[src/rtl/pipe_stage_reg.sv]
// Valid/ready pipeline stage register with an optional 2-entry skid buffer, flush, and bubble masking.
// Optional stall/bubble performance counters are enabled by defining PIPE_STAGE_REG_PERF_EN.
module pipe_stage_reg #(
  parameter int          PAYLOAD_W = 64,
  parameter int          SKID      = 1,
  parameter logic [31:0] NOP_INS   = 32'h0000_0000
) (
  input  logic                 clk,
  input  logic                 reset,
  input  logic                 flush,
  input  logic                 in_valid,
  output logic                 in_ready,
  input  logic [31:0]          in_ins,
  input  logic [31:0]          in_pc,
  input  logic [PAYLOAD_W-1:0] in_payload,
  output logic                 out_valid,
  input  logic                 out_ready,
  output logic [31:0]          out_ins,
  output logic [31:0]          out_pc,
  output logic [PAYLOAD_W-1:0] out_payload,
  output logic [1:0]           occupancy
`ifdef PIPE_STAGE_REG_PERF_EN
  ,
  output logic [31:0]          stall_cnt,
  output logic [31:0]          bubble_cnt
`endif
);

  typedef struct packed {
    logic [31:0]          ins;
    logic [31:0]          pc;
    logic [PAYLOAD_W-1:0] pay;
  } ent_t;

  ent_t in_e, m_q, m_d;
  logic mv_q, mv_d;
  logic sv;
  logic accept, pop;

  assign in_e   = '{ins: in_ins, pc: in_pc, pay: in_payload};
  assign accept = in_valid & in_ready;
  assign pop    = mv_q & out_ready;

  always_ff @(posedge clk or negedge reset) begin
    if (!reset) begin
      mv_q <= 1'b0;
      m_q  <= '0;
    end else begin
      mv_q <= mv_d;
      m_q  <= m_d;
    end
  end

  generate
    if (SKID != 0) begin : g_skid
      ent_t s_q, s_d;
      logic sv_q, sv_d;

      // Ready comes straight off the skid flop, so no combinational path from out_ready.
      assign in_ready = ~sv_q;
      assign sv       = sv_q;

      always_comb begin
        m_d  = m_q;
        mv_d = mv_q;
        s_d  = s_q;
        sv_d = sv_q;
        if (flush) begin
          mv_d = 1'b0;
          sv_d = 1'b0;
        end else begin
          if (pop) begin
            m_d  = s_q;
            mv_d = sv_q;
            sv_d = 1'b0;
          end
          if (accept) begin
            if (!mv_d) begin
              m_d  = in_e;
              mv_d = 1'b1;
            end else begin
              s_d  = in_e;
              sv_d = 1'b1;
            end
          end
        end
      end

      always_ff @(posedge clk or negedge reset) begin
        if (!reset) begin
          sv_q <= 1'b0;
          s_q  <= '0;
        end else begin
          sv_q <= sv_d;
          s_q  <= s_d;
        end
      end
    end else begin : g_noskid
      assign in_ready = ~mv_q | out_ready;
      assign sv       = 1'b0;

      always_comb begin
        m_d  = m_q;
        mv_d = mv_q;
        if (flush) begin
          mv_d = 1'b0;
        end else begin
          if (pop) mv_d = 1'b0;
          if (accept) begin
            m_d  = in_e;
            mv_d = 1'b1;
          end
        end
      end
    end
  endgenerate

  // Invalid entries are masked so stale data never leaks downstream.
  assign out_valid   = mv_q;
  assign out_ins     = mv_q ? m_q.ins : NOP_INS;
  assign out_pc      = mv_q ? m_q.pc  : 32'h0;
  assign out_payload = mv_q ? m_q.pay : '0;
  assign occupancy   = {1'b0, mv_q} + {1'b0, sv};

`ifdef PIPE_STAGE_REG_PERF_EN
  logic [31:0] stall_q, bubble_q;

  always_ff @(posedge clk or negedge reset) begin
    if (!reset) begin
      stall_q  <= '0;
      bubble_q <= '0;
    end else begin
      if (mv_q && !out_ready && stall_q != 32'hFFFF_FFFF) stall_q <= stall_q + 32'd1;
      if (!mv_q && bubble_q != 32'hFFFF_FFFF) bubble_q <= bubble_q + 32'd1;
    end
  end

  assign stall_cnt  = stall_q;
  assign bubble_cnt = bubble_q;
`endif

endmodule

[config.mk]
export PLATFORM = sky130hd
export DESIGN_NAME = pipe_stage_reg
export DESIGN_NICKNAME = d
export VERILOG_FILES = /design/src/rtl/pipe_stage_reg.sv
export SDC_FILE = /design/constraint.sdc
export NUM_CORES = 1
export LEC_CHECK = 0
export ABC_AREA = 1
export ABC_CLOCK_PERIOD_IN_PS = 1300
export CORE_UTILIZATION = 45
export CTS_CLUSTER_DIAMETER = 120
export DETAILED_ROUTE_END_ITERATION = 8
export GPL_TIMING_DRIVEN = 0
export PLACE_DENSITY = 0.7
export SYNTH_ARGS = -nofsm -noshare
export SYNTH_HDL_FRONTEND = slang
export SYNTH_SLANG_ARGS = --single-unit
[constraint.sdc]
create_clock -name clk -period 1.3 [get_ports clk]
set_input_delay 0.26 -clock clk [delete_from_list [all_inputs] [get_ports clk]]
set_output_delay 0.26 -clock clk [all_outputs]
set_load 0.03 [all_outputs]
# --- Yosys cells after proc, flatten, opt, wreduce, memory -nomap -nowiden ---
# Cells that the tools add are included.
word_totals:
  ff_bits: 258
  input_bits: 133
  output_inout_bits: 132
  elab_cells: 28
classes:
  n_addsub: 1
  mux: 14
  n_bitwise: 4
  reduce_logical: 1
op_table:
  columns: ["cell", "count"]
  rows:
  - ["$mux 128", 3]
  - ["$mux 32", 2]
  - ["$mux 64", 1]
  - ["$mux 1", 8]
  - ["$reduce_and 3->1", 1]
  - ["$add 1x1->2", 1]
  - ["$and 1x1->1", 2]
  - ["$not 1->1", 2]

# --- Longest topological paths before layout ---
depth:
  word_depth: 6
  ltp_mapped: 10
  mapped_depth_nobuf: 7

# --- Worst setup path before layout ---
# OpenSTA, ideal clock, no wires.
synth_path:
  path_type: "register to output"
  from: "reg mv_q (netlist: out_valid)"
  to: "out out_payload[53]"
  arrival_time_ns: 1.512
  t_required_ns: 1.040
  slack_ns: -0.472
  stages_incl_launch_ff: 7
  n_path_buf: 4
  path_cell_list: "dfrtp_1 buf_2 buf_2 buf_2 buf_2 nand2_1 inv_1"
synth_via:
  elab_chain_cells: 1
synth_rtl:
  columns: ["item", "line", "rtl"]
  rows:
  - ["from (decl)", "36", "logic mv_q, mv_d;"]
  - ["from (signal assigned)", "49", "mv_q <= mv_d;"]
  - ["$mux 64", "122", "assign out_payload = mv_q ? m_q.pay : '0;"]
  - ["to (decl)", "20", "output logic [PAYLOAD_W-1:0] out_payload,"]
# Every way passes these cells.

# --- Final worst setup path ---
layout_path:
  from: "reg mv_q (netlist: out_valid)"
  to: "out out_payload[42]"
# Same word-level chain as after synthesis.

==> flow_metrics.py <==
metrics = {
    "outcome": {
        "status": "finished with violations",
        "violations": "setup timing",
    },
    "setup_path": {
        "arrival_ns": 2.02,
        "path_buf_inv": 8,
        "max_stage_delay_ns": 0.42,
        "critPathMaxFanout": 5,
        "crit_top_cell": "buf_6",
        "required_ns": 1.04,
        "cp-end-kind": "output port",
        "cp_cell_sequence": "buf_6 -> buf_12 -> buf_16 -> buf_12 -> buf_16 -> buf_6 -> nand2_2 -> inv_2 -> buf_6",
        "critPathKind": "register to output port",
        "crit_slowest_cell": "dfrtp_2",
        "startpoint_type": "register",
        "crit_family": "buffers and inverters",
    },
    "pwr": {
        "p_leak_nw": 14.01,
        "cellPowerDensity_mw_per_mm2": 1219,
        "ir_worst_vdd_uv": 1072,
    },
    "logic_synthesis": {
        "synth_cell_types": 15,
        "synthCells": 2219,
        "synth_area_mm2": 0.01465,
        "synth_nets": 2353,
        "syn_area_per_cell_um2": 6.602,
        "yosys-top-cells-area": "dfrtp_1, nand2_1, nand3_1",
        "ys_seq_elements": 258,
        "synth_seq_area_share": 0.4407,
        "ys_warn_count": 0,
        "yosysTopAreaCell": "dfrtp_1",
        "netlist.area_leader.share": 0.4407,
    },
    "clock_network": {
        "numCtsBuffers": 30,
        "cts.clk_slew.worst_paths_ns": 0.06,
        "cts_tree": "built",
        "root_buffer": "clkbuf_16",
        "cts.sinks": 258,
        "htreeDepth": 1,
        "cts_max_path_buffers": 3,
        "clk_latency_ns": 0.57,
    },
    "floorplan": {
        "rows": 65,
        "core_mm2": 0.03180,
        "initial_core_util": 0.4607,
        "dieArea_mm2": 0.03328,
        "die_h_um": 182.4,
        "die_w_um": 182.4,
        "ios": 265,
    },
    "timing": {
        "fmax_ghz": 0.4385,
        "hold_slack_ns": 0.2349,
        "slew_violations": 0,
        "fin_crit_sh": 1.754,
        "period_needed_ns": 2.280,
        "fin_skew_ns": 0.01309,
        "postLayoutSetupSlackWorst_ns": -0.9803,
        "setup_viol": 390,
        "slew_headroom": 0.5075,
        "grt_setup_unrepaired": "true",
        "hold_violations": 0,
        "worstMarginPinSlew_ns": 0.7387,
    },
    "route": {
        "wirelength_um": 58210,
        "dr.pass1.iters": 5,
        "drcViolationCount": 0,
        "routed-via-count": 16920,
        "ant_nets": 0,
        "viasPerCell": 5.408,
        "detail_route.wl_per_cell_um": 18.61,
        "drt-initial-drc-count": 1574,
    },
    "global_route": {
        "first_global_vias": 15550,
        "grt_pass1_wl_um": 80410,
        "overflow": 0,
        "grt_usage": 0.3019,
        "antenna_found_initial": 1,
        "grt_start_max_net_pins": 99,
    },
    "worst_hold_path": {
        "min_path_type": "input pin to async pin",
    },
    "placement": {
        "dp_slack_ns": -1.111,
        "place_congestion": 0.8857,
        "portBuffers": 264,
        "hpwl_um": 31710,
    },
    "layout": {
        "final_util": 0.7811,
        "multiInputGateArea_mm2": 0.008190,
        "fill_cells": 2072,
        "final_common_cell": "nand2_1",
        "drive_gt1_frac": 0.3889,
        "final-seq-area_mm2": 0.006459,
        "synthToLayoutAreaGrowth_pct": 69.54,
        "nets": 2803,
        "final_cell_mix": "nand2_1, nand3_1, dfrtp_1, inv_1, buf_6",
    },
    "job": {
        "max_cap_violations": 0,
    },
}
layout make-up:
class | count | share of cell area
antenna | 1 | 0.0001008
sequential | 258 | 0.2600
multi-input combinational | 1419 | 0.3298
clock buffer | 35 | 0.03224
clock inverter | 20 | 0.009571
timing repair buffer | 427 | 0.2228
buffer | 146 | 0.06413
tap | 435 | 0.02191
inverter | 387 | 0.05949
kinds of logic (layout without fill, tap and decap cells):
group	after synthesis	after routing	share of synthesized area
simple gates	1288	1288	0.3630
buf+inv	542	1015	0.1511
flops	258	258	0.4407
compound gates	130	130	0.04441
fa+ha+maj	1	1	0.0008539
other cells	0	1	0
flip-flops by register name, summed over array words and instances (netlist names):
signal	flops
g_skid.s_q	128
m_q	128
out_valid	1
g_skid.sv_q	1
where the power goes:
part           total [mW]  switching, mW  leakage, nW  internal, mW
Clock                9.07           3.68        0.503          5.38
Sequential           11.6           1.82         3.21          9.75
Combinational        9.65           5.15         10.3          4.50
final timing paths:
check,start,to,slack (ns),cells past startpoint
worst max register to register,out_valid$_DFF_PN0_,m_q[59]$_DFFE_PN0N_,-0.66,12
worst max-delay path,out_valid$_DFF_PN0_,out_payload[42],-0.98,9
worst min-delay path,reset,g_skid.s_q[111]$_DFFE_PN0P_,0.23,2
worst min register to register,g_skid.s_q[116]$_DFFE_PN0P_,g_skid.s_q[116]$_DFFE_PN0P_,0.49,2
max in group asynchronous,reset,m_q[26]$_DFFE_PN0N_,0.16,3
min in group clk,in_pc[23],g_skid.s_q[87]$_DFFE_PN0P_,0.27,3
through the flow:
stage          cell area [µm²]  cells  power (mW)  setup TNS [ns]
6_report                 24840   3128       30.28         -230.32
2_1_floorplan            14790   2219       15.09          -29.43
4_1_cts                  21540   3060       27.81         -188.45
3_5_place_dp             18040   2920       17.54         -320.22
3_3_place_gp             17980   2918       17.28        -3277.49
5_1_grt                  24840   3127       31.52         -244.82
synthesized netlist by cell type:
master and number:
nand2_1 902, inv_1 385, nand3_1 384, dfrtp_1 258, buf_2 110, o21ai_1 100
clkbuf_1 31, o21ai_0 28, buf_4 11, buf_1 3, a21oi_1 2, inv_2 2
ha_1 1, nand4_1 1, nor2_1 1
routing by layer:
layer | GRT usage | part of all wire
met1 | 0.3961 | 0.38
met2 | 0.5036 | 0.48
met3 | 0.04191 | 0.085
met4 | 0.1213 | 0.054
met5 | 0 | 0
what timing repair did:
action | in CTS | in global routing
resized for setup | 1256 | 702
endpoints found under the setup margin | 384 | 411
gates cloned | 20 | 29
pin swaps | 8 | 106
hold buffers | 1 | 0
buffers inserted | 64 | 55
hold endpoints to repair | 63 | 0
Power figures use the tool's default switching activity.
